<file path="src/rtl/flow_idx_table.sv">
// flow_idx_table -- per-flow buffer-index store.
//
// NUM_IDX independent index arrays of depth ELS = 2**FLOWID_W, IDX_W bits each.
// Every array has one write port and NUM_RD registered read ports. A read port
// has a one-cycle latency and uses valid/ready on both the request side and
// the response side. A new-flow init writes one value into every array in a
// single cycle. After reset, a hardware sweep writes zero to every entry. A
// read issued in the same cycle as a write or init to the same address
// returns the new data.
//
// Ports (array i = slice i; read port p of array i = slice k = i*NUM_RD+p):
//   clk, rst         clock, asynchronous active-high reset
//   wr_req_*         per-array write request (val/addr/data) and rdy
//   rd_req_*         per-port read request (val/addr) and rdy
//   rd_resp_*        per-port read response (val/data), consumed by rd_resp_rdy
//   rd_resp_addr     per-port address of the held response (optional, see below)
//   init_*           new-flow init (val/flowid/data) and rdy
//   clr_done         high once the post-reset sweep has finished
//
// Optional feature: define FLOW_IDX_TABLE_RESP_ADDR_EN to add output
// rd_resp_addr. It is registered and held together with rd_resp_data.
module flow_idx_table #(
   parameter int FLOWID_W = 3,
   parameter int IDX_W    = 9,
   parameter int NUM_IDX  = 3,
   parameter int NUM_RD   = 2
) (
   input  logic                                 clk,
   input  logic                                 rst,
   input  logic [NUM_IDX-1:0]                   wr_req_val,
   input  logic [NUM_IDX*FLOWID_W-1:0]          wr_req_addr,
   input  logic [NUM_IDX*IDX_W-1:0]             wr_req_data,
   output logic [NUM_IDX-1:0]                   wr_req_rdy,
   input  logic [NUM_IDX*NUM_RD-1:0]            rd_req_val,
   input  logic [NUM_IDX*NUM_RD*FLOWID_W-1:0]   rd_req_addr,
   output logic [NUM_IDX*NUM_RD-1:0]            rd_req_rdy,
   output logic [NUM_IDX*NUM_RD-1:0]            rd_resp_val,
   output logic [NUM_IDX*NUM_RD*IDX_W-1:0]      rd_resp_data,
`ifdef FLOW_IDX_TABLE_RESP_ADDR_EN
   output logic [NUM_IDX*NUM_RD*FLOWID_W-1:0]   rd_resp_addr,
`endif
   input  logic [NUM_IDX*NUM_RD-1:0]            rd_resp_rdy,
   input  logic                                 init_val,
   input  logic [FLOWID_W-1:0]                  init_flowid,
   input  logic [NUM_IDX*IDX_W-1:0]             init_data,
   output logic                                 init_rdy,
   output logic                                 clr_done
);
   localparam int ELS = 2**FLOWID_W;

   typedef enum logic {S_CLEAR, S_READY} state_e;

   state_e              state_q;
   logic [FLOWID_W-1:0] clr_addr_q;
   logic                clr_done_q;
   logic                ready;

   // Sweep FSM: one entry per cycle, ELS cycles total, then READY until reset.
   always_ff @(posedge clk or posedge rst) begin
      if (rst) begin
         state_q    <= S_CLEAR;
         clr_addr_q <= '0;
         clr_done_q <= 1'b0;
      end else if (state_q == S_CLEAR) begin
         clr_addr_q <= clr_addr_q + FLOWID_W'(1);
         if (clr_addr_q == FLOWID_W'(ELS-1)) begin
            state_q    <= S_READY;
            clr_done_q <= 1'b1;
         end
      end
   end

   assign ready      = (state_q == S_READY);
   assign clr_done   = clr_done_q;
   assign init_rdy   = ready;
   // Init takes every array's write slot, so all write ports stall for it.
   assign wr_req_rdy = {NUM_IDX{ready & ~init_val}};

   for (genvar i = 0; i < NUM_IDX; i++) begin : g_arr
      logic [IDX_W-1:0]    mem_q [ELS];
      logic                we;
      logic [FLOWID_W-1:0] wa;
      logic [IDX_W-1:0]    wd;

      // Single write port shared by sweep, init and the array's own write.
      always_comb begin
         we = 1'b0;
         wa = wr_req_addr[i*FLOWID_W +: FLOWID_W];
         wd = wr_req_data[i*IDX_W +: IDX_W];
         if (!ready) begin
            we = 1'b1;
            wa = clr_addr_q;
            wd = '0;
         end else if (init_val) begin
            we = 1'b1;
            wa = init_flowid;
            wd = init_data[i*IDX_W +: IDX_W];
         end else if (wr_req_val[i]) begin
            we = 1'b1;
         end
      end

      always_ff @(posedge clk) begin
         if (we) mem_q[wa] <= wd;
      end

      for (genvar p = 0; p < NUM_RD; p++) begin : g_rd
         localparam int K = i*NUM_RD + p;

         logic                rdy;
         logic                fire;
         logic [FLOWID_W-1:0] ra;
         logic [IDX_W-1:0]    rdata;
         logic                val_q, val_d;
         logic [IDX_W-1:0]    data_q, data_d;
         logic [FLOWID_W-1:0] addr_q, addr_d;

         assign ra   = rd_req_addr[K*FLOWID_W +: FLOWID_W];
         assign rdy  = ready & (~val_q | rd_resp_rdy[K]);
         assign fire = rd_req_val[K] & rdy;
         // Same-cycle write to the same entry wins over the stored value.
         assign rdata = (we && wa == ra) ? wd : mem_q[ra];

         // Response is a snapshot: it only changes on a newly accepted read.
         always_comb begin
            val_d  = val_q;
            data_d = data_q;
            addr_d = addr_q;
            if (fire) begin
               val_d  = 1'b1;
               data_d = rdata;
               addr_d = ra;
            end else if (rd_resp_rdy[K]) begin
               val_d  = 1'b0;
            end
         end

         always_ff @(posedge clk or posedge rst) begin
            if (rst) begin
               val_q  <= 1'b0;
               data_q <= '0;
               addr_q <= '0;
            end else begin
               val_q  <= val_d;
               data_q <= data_d;
               addr_q <= addr_d;
            end
         end

         assign rd_req_rdy[K]                    = rdy;
         assign rd_resp_val[K]                   = val_q;
         assign rd_resp_data[K*IDX_W +: IDX_W]   = data_q;
`ifdef FLOW_IDX_TABLE_RESP_ADDR_EN
         assign rd_resp_addr[K*FLOWID_W +: FLOWID_W] = addr_q;
`else
         logic unused_addr;
         assign unused_addr = ^addr_q;
`endif
      end
   end
endmodule

</file>
<file path="config.mk">
export PLATFORM = sky130hd
export DESIGN_NAME = flow_idx_table
export DESIGN_NICKNAME = d
export VERILOG_FILES = /design/src/rtl/flow_idx_table.sv
export SDC_FILE = /design/constraint.sdc
export NUM_CORES = 1
export LEC_CHECK = 0
export ABC_AREA = 1
export BUFFER_PORTS_ARGS = -buffer_cell sky130_fd_sc_hd__buf_2
export CORE_MARGIN = 10
export CORE_UTILIZATION = 30
export DETAILED_ROUTE_END_ITERATION = 10
export GPL_ROUTABILITY_DRIVEN = 0
export GPL_TIMING_DRIVEN = 1
export PLACE_DENSITY_LB_ADDON = 0.1
export SLEW_MARGIN = 20
export SYNTH_ARGS = -nofsm -noshare
export SYNTH_HDL_FRONTEND = slang
export SYNTH_SLANG_ARGS = --single-unit
export TNS_END_PERCENT = 100
</file>
<file path="constraint.sdc">
create_clock -name clk -period 2.9 [get_ports clk]
set_input_delay 0.29 -clock clk [delete_from_list [all_inputs] [get_ports clk]]
set_output_delay 0.29 -clock clk [all_outputs]
set_load 0.005 [all_outputs]
</file>
==> qor.txt, run 1 <==
Post-CTS Hold Buffers: 7
Placed wire-length estimate: 37.2 mm
Worst-Margin Slew: 0.797 ns
Crit-path leading delay family: simple AND/OR/NAND/NOR gates
Critical Path End Type: flop
Leak Pwr: 7.22 nW
Unrepaired setup endpoints after global routing: false
Max cap viols: 0
Register area share after synthesis: 56.0%
Vias: 12600
Worst-Skew Late Latency: 0.55 ns
Synth warn: 0
Max incr delay on CP: 0.64 ns
Critical Path Source: init_rdy
Arr. time, crit path: 2.69 ns
Die area: 57400 um^2
Most frequent cells in the layout: 340 x nand2_1, 223 x o21ai_0, 216 x edfxtp_1
Cell variety after synth: 28
Resized Gates After CTS: 0
Global route overflow: 0
Design internal power: 7.38 mW
DR iter-0 viols: 1141
Clk root buf: clkbuf_16
CTS tree: built
Die H: 240 um
Total track usage: 17.7%
Switching power: 2.92 mW
Most common cell after layout, fill and taps aside: nand2_1
Vias in the first global route: 12300
Initial Util: 30.3%
Fillcell total: 4920
Clock Path Buffers: 3
Power share of the clock group: 38.7%
Vias/cell: 5.17
Htree depth: 2
Inst Count DP: 2359
Gate power share: 15.6%
Chip width: 240 um
Routed WL per cell: 21.2 um
Top post-synthesis cells by area: edfxtp_1 45%, dfrtp_1 11%, nand2_1 8.8%
Drt total wl: 51.5 mm
Standard-cell rows: 80
Count of pins over their slew limit: 0
Fin crit share: 87.1%
Share of cells above drive strength 1: 16.8%
Syn Std Cell Area: 14500 um^2
Reg clk slew, reported paths: 0.06 ns
Layout area overhead: 18.2%
DRC: 0
Non-filler instance count after layout: 2429
Setup repair bufs after CTS: 0
Final TNS setup: 0 ns
Power density cells: 602 nW/um^2
Finished Core Util: 35.8%
Post-layout nets: 1891
Final hold violation count: 0
Switching Share: 28.3%
Post-route setup slack: 0.373 ns
Seq cells post-synth: 281
Buffers on Ports: 172
Tmin final: 2.53 ns
First-pass GRT wire length: 77.3 mm
CORE AREA: 47700 um^2
Final setup fails: 0
Critical path's slowest cell: nor2_1
Fmax: 396 MHz
Crit path kind: flop to flop
Cell Chain, Critical Path: buf_4, nand3_1, nand3_1, nand2_1, nor2_1
Status: complete, no violations
Worst Hold Launch: rd_req_val[1]
Area share of the largest cell type after synthesis: 44.8%
Peak VDD IR: 0.282 mV
DP Worst Slack: 0.393 ns
Cell mode on critical path: nand3_1
Worst-path fanout max: 12
Worst R2R Start: init_rdy
IO Count: 173
Cells after synthesis: 1625
Nature of the critical path startpoint: flop
Skew final: 0.0192 ns
CTS buffer count: 34
DRT antenna net count: 0
CP bufs+invs: 1
First-pass DRT Iterations: 6
Mapped Avg Cell Area: 8.91 um^2
Req. time, crit path: 3.06 ns
Clk sinks: 281
Synth area leader: edfxtp_1
Syn_nets: 1729
Power share of the sequential group: 45.7%
Worst hold path class: input pin to flop
Slew headroom: 46.7%
Largest net degree at the start of global routing: 59
Initial antenna violation count: 3
[stage by stage]
step | cell area, um^2 | power [mW] | hold slack, ns
4_1_cts | 17100 | 10.4 | 0.112
5_1_grt | 17100 | 10.8 | 0.164
2_1_floorplan | 14500 | 5.66 | 0.386
3_3_place_gp | 16000 | 6.41 | 0.419
6_report | 17100 | 10.3 | 0.143
3_5_place_dp | 16000 | 6.41 | 0.427
[logic make-up after synthesis]
kind of cell	share of synthesized area, %
simple gates	21.5
flops	56.0
xor+xnor	0.0605
buf+inv	6.60
compound gates	15.6
fa+ha+maj	0.173
[flip-flops by register name (all words and copies together) (netlist names)]
name and cells:
g_arr.mem_q 216, init_rdy 1, g_arr.g_rd.data_q 54, g_arr.g_rd.val_q 6
clr_addr_q 3, clr_done 1
[metal layers]
| metal | global-route usage [%] | vias to the layer above | part of all wire [%] |
|---|---|---|---|
| met5 | 0 | - | 0.025 |
| met4 | 5.98 | 2 | 3.0 |
| met3 | 3.18 | 92 | 6.2 |
| met2 | 29.2 | 410 | 48 |
| met1 | 22.9 | 6069 | 43 |
| li1 | - | 5981 | - |
[power groups by stage]
stage / logic [mW] / clock network (mW) / registers (mW)
2_1_floorplan: 0.884 / 0 / 4.77
3_3_place_gp: 1.62 / 0 / 4.78
3_5_place_dp: 1.62 / 0 / 4.79
4_1_cts: 1.63 / 4.11 / 4.71
5_1_grt: 1.79 / 4.27 / 4.73
6_report: 1.61 / 3.98 / 4.70
[cells in the mapped netlist]
library cell,instances
nand2_1,340
o21ai_0,223
edfxtp_1,216
nand3_1,192
nor2_1,132
inv_1,116
a21oi_1,80
clkbuf_1,75
dfrtp_1,65
o211ai_1,60
a22oi_1,27
nand4_1,16
buf_4,15
buf_2,10
nor2_4,10
clkinv_1,8
o21a_1,7
nand3_2,6
nand2_4,5
o21ai_1,5
or2_2,4
buf_6,3
inv_2,3
ha_1,2
nor2_2,2
a21o_1,1
nand2_8,1
xnor2_1,1
[worst register-to-register path, delay by kind of cell, from the launching register on]
| kind | cells | cell delay, ns |
|---|---|---|
| simple gates | 4 | 1.41 |
| flops | 1 | 0.49 |
| buf+inv | 1 | 0.25 |
[area by class of cell]
class	instances	area [um^2]	share of cell area [%]
Sequential cell	281	8110	47.4
Clock buffer	46	936	5.47
Tap cell	615	769	4.50
Timing Repair Buffer	229	1310	7.63
Antenna cell	2	5.00	0.0292
Multi-Input combinational cell	1114	5410	31.6
Clock inverter	15	95.1	0.556
Inverter	127	477	2.79
[final timing paths]
| kind | end | slack (ns) | cells after the start |
|---|---|---|---|
| hold / removal | g_arr[0].g_rd[1].val_q | 0.14 | 4 |
| setup reg to reg | g_arr[2].mem_q[1][0] | 0.37 | 5 |
| min in group asynchronous | g_arr[1].g_rd[0].val_q | 0.38 | 3 |
| max in group asynchronous | g_arr[0].g_rd[1].data_q[6] | 1.73 | 4 |
| hold reg to reg | g_arr[1].g_rd[1].data_q[3] | 0.47 | 2 |
| setup / recovery | g_arr[2].mem_q[1][0] | 0.37 | 5 |
Note: power is estimated with default switching activity, not from simulation.
==> run 2, diff against run 1 <==
Settings changed: CTS_BUF_LIST set to sky130_fd_sc_hd__clkbuf_4 sky130_fd_sc_hd__clkbuf_8.
==> run 2 against run 1 <==
  * Sequential power barely moved
  * Global-route usage rose by 0.22 points
  * Sequential share of layout area fell by 0.15 points
  * Hold slack got worse by 0.084 ns
  * Critical path depth did not move
  * Core utilization rose by 0.11 points
  * Total power barely moved
  * Die area did not move
  * Final cell count rose by 1.4%
  * Combinational power barely moved
==> qor.txt, run 2 (synthesis gave the netlist of run 1 again) <==
Max cap viols: 0 (unchanged)
Final setup fails: 0 (unchanged)
DR iter-0 viols: 1111 (-2.6%)
Power share of the clock group: 38.6% (about the same)
Top reg by flops: g_arr.mem_q
Resized Gates After CTS: 0 (unchanged)
Critical Path Source: init_rdy
Drt total wl: 52.2 mm (+1.4%)
Most common cell after layout, fill and taps aside: nand2_1
CTS tree: built
Tot Pwr: 10.3 mW (about the same)
Initial antenna violation count: 4 (+1)
Switching Share: 29.0% (+0.66 points)
Status: complete, no violations
Max incr delay on CP: 0.62 ns (-0.02 ns)
Initial Util: 30.3% (unchanged)
Standard-cell rows: 80 (unchanged)
Largest net degree at the start of global routing: 59 (unchanged)
Chip width: 240 um (unchanged)
Top Registers: g_arr.mem_q (216), g_arr.g_rd.data_q (54), g_arr.g_rd.val_q (6)
Arr. time, crit path: 2.79 ns (+0.10 ns)
Critical Path End Type: flop
Most frequent cells in the layout: 340 x nand2_1, 223 x o21ai_0, 216 x edfxtp_1
Cell Chain, Critical Path: buf_4, nand3_1, nand3_1, nand2_1, nor2_1
First-pass DRT Iterations: 5 (-1)
Req. time, crit path: 3.16 ns (+0.10 ns)
Max FFs per register: 216 (unchanged)
Slew headroom: 48.6% (+1.9 points)
Critical path's slowest cell: nor2_1
Inst Count DP: 2359 (unchanged)
Htree depth: 2 (unchanged)
Share of cells above drive strength 1: 18.7% (+1.9 points)
Worst R2R Start: init_rdy
Count of pins over their slew limit: 0 (unchanged)
Crit-path leading delay family: simple AND/OR/NAND/NOR gates
Worst-path fanout max: 12 (unchanged)
Crit path kind: flop to flop
Die H: 240 um (unchanged)
Worst-Skew Late Latency: 0.64 ns (+0.09 ns)
Layout area overhead: 18.6%
Leak Pwr: 7.29 nW (+0.97%)
Worst hold path class: input pin to flop
Die area: 57400 um^2 (unchanged)
Vias/cell: 5.16 (-0.18%)
Fin crit share: 87.3% (+0.16 points)
Design internal power: 7.31 mW (-0.92%)
Fmax: 395 MHz (-0.19%)
Vias: 12700 (+1.3%)
Final TNS setup: 0 ns (unchanged)
Buffers on Ports: 172 (unchanged)
Routed WL per cell: 21.2 um (about the same)
Power density cells: 600 nW/um^2 (-0.31%)
Worst Hold Launch: rd_req_val[3]
Worst-Margin Slew: 0.768 ns (-0.0286 ns)
Global route overflow: 0 (unchanged)
Final hold violation count: 0 (unchanged)
Cell mode on critical path: nand3_1
Non-filler instance count after layout: 2464 (+1.4%)
Tmin final: 2.53 ns (+0.00473 ns)
Peak VDD IR: 0.275 mV (-2.5%)
Power share of the sequential group: 45.7% (about the same)
Unrepaired setup endpoints after global routing: false
First-pass GRT wire length: 77.9 mm (+0.87%)
Total track usage: 17.9% (+0.22 points)
Clk sinks: 281 (unchanged)
CP bufs+invs: 1 (unchanged)
Skew final: 0.0278 ns (+0.00856 ns)
Nature of the critical path startpoint: flop
Reg clk slew, reported paths: 0.06 ns (about the same)
Clock Path Buffers: 3 (unchanged)
Clk root buf: clkbuf_8
Placed wire-length estimate: 37.2 mm (unchanged)
Post-layout nets: 1909 (+0.95%)
CTS buffer count: 52 (+53%)
Gate power share: 15.7% (about the same)
IO Count: 173 (unchanged)
DRC: 0 (unchanged)
CORE AREA: 47700 um^2 (unchanged)
Vias in the first global route: 12500 (+1.9%)
DRT antenna net count: 0 (unchanged)
Switching power: 2.99 mW (+2.3%)
run 2: cell count changes in the layout (fill, tap and decap cells not counted):
cell / delta
clkbuf_8: +58
clkbuf_16: -34
clkbuf_4: +14
clkbuf_1: -8
clkinv_2: +4
clkinv_1: +2
inv_6: -2
bufinv_16: +1
clkinv_8: -1
clkinvlp_4: +1
run 2: worst paths after layout:
check	slack [ns]	depth (start not counted)	endpoint
max reg2reg	0.37	5	g_arr[0].mem_q[3][3]
max in group asynchronous	1.83	4	g_arr[0].g_rd[1].val_q
min in group asynchronous	0.29	3	g_arr[1].g_rd[0].val_q
min reg2reg	0.47	2	g_arr[1].g_rd[1].data_q[3]
max	0.37	5	g_arr[0].mem_q[3][3]
min	0.06	4	g_arr[1].g_rd[1].val_q
run 2: power by group through the flow:
stage	logic, mW	registers (mW)	clock network [mW]
floorplan	0.884	4.77	0
global placement	1.62	4.78	0
detailed placement	1.62	4.79	0
CTS	1.63	4.71	4.10
global route	1.79	4.73	4.30
finish	1.61	4.71	3.98
run 2: final cells by class:
| cell class | count | area (um^2) |
|---|---|---|
| sequential | 281 | 8110 |
| clock buffer | 76 | 958 |
| tap | 615 | 769 |
| antenna | 2 | 5.00 |
| multi-input combinational | 1114 | 5410 |
| fill | 4946 | 30600 |
| timing repair buffer | 229 | 1310 |
| inverter | 127 | 477 |
| clock inverter | 20 | 126 |
run 2: metrics by stage:
stage	setup WS, ns	area [um^2]	hold WS (ns)	utilization [%]
4_1_cts	0.373	17200	0.00262	35.9
3_3_place_gp	0.478	16000	0.419	33.5
6_report	0.368	17200	0.0589	36.0
5_1_grt	0.119	17200	0.0460	35.9
3_5_place_dp	0.393	16000	0.427	33.5
2_1_floorplan	0.984	14500	0.386	-
run 2: worst min-delay path, stage by stage:
cell     delay [ns]
buf_2          0.07
nand2_1        0.05
buf_4          0.17
o21ai_0        0.08
run 2: timing repair:
item	4_1_cts	5_1_grt
setup buffers	0	0
endpoints found under the hold margin	31	0
hold buffers	7	0
run 2: per-layer routing:
metal	global-route usage, %	vias up	share of wire [%]
met5	0.623	-	0.11
met2	28.8	442	47
met3	3.60	111	6.5
li1	-	6015	-
met1	22.8	6140	43
met4	7.93	4	4.1
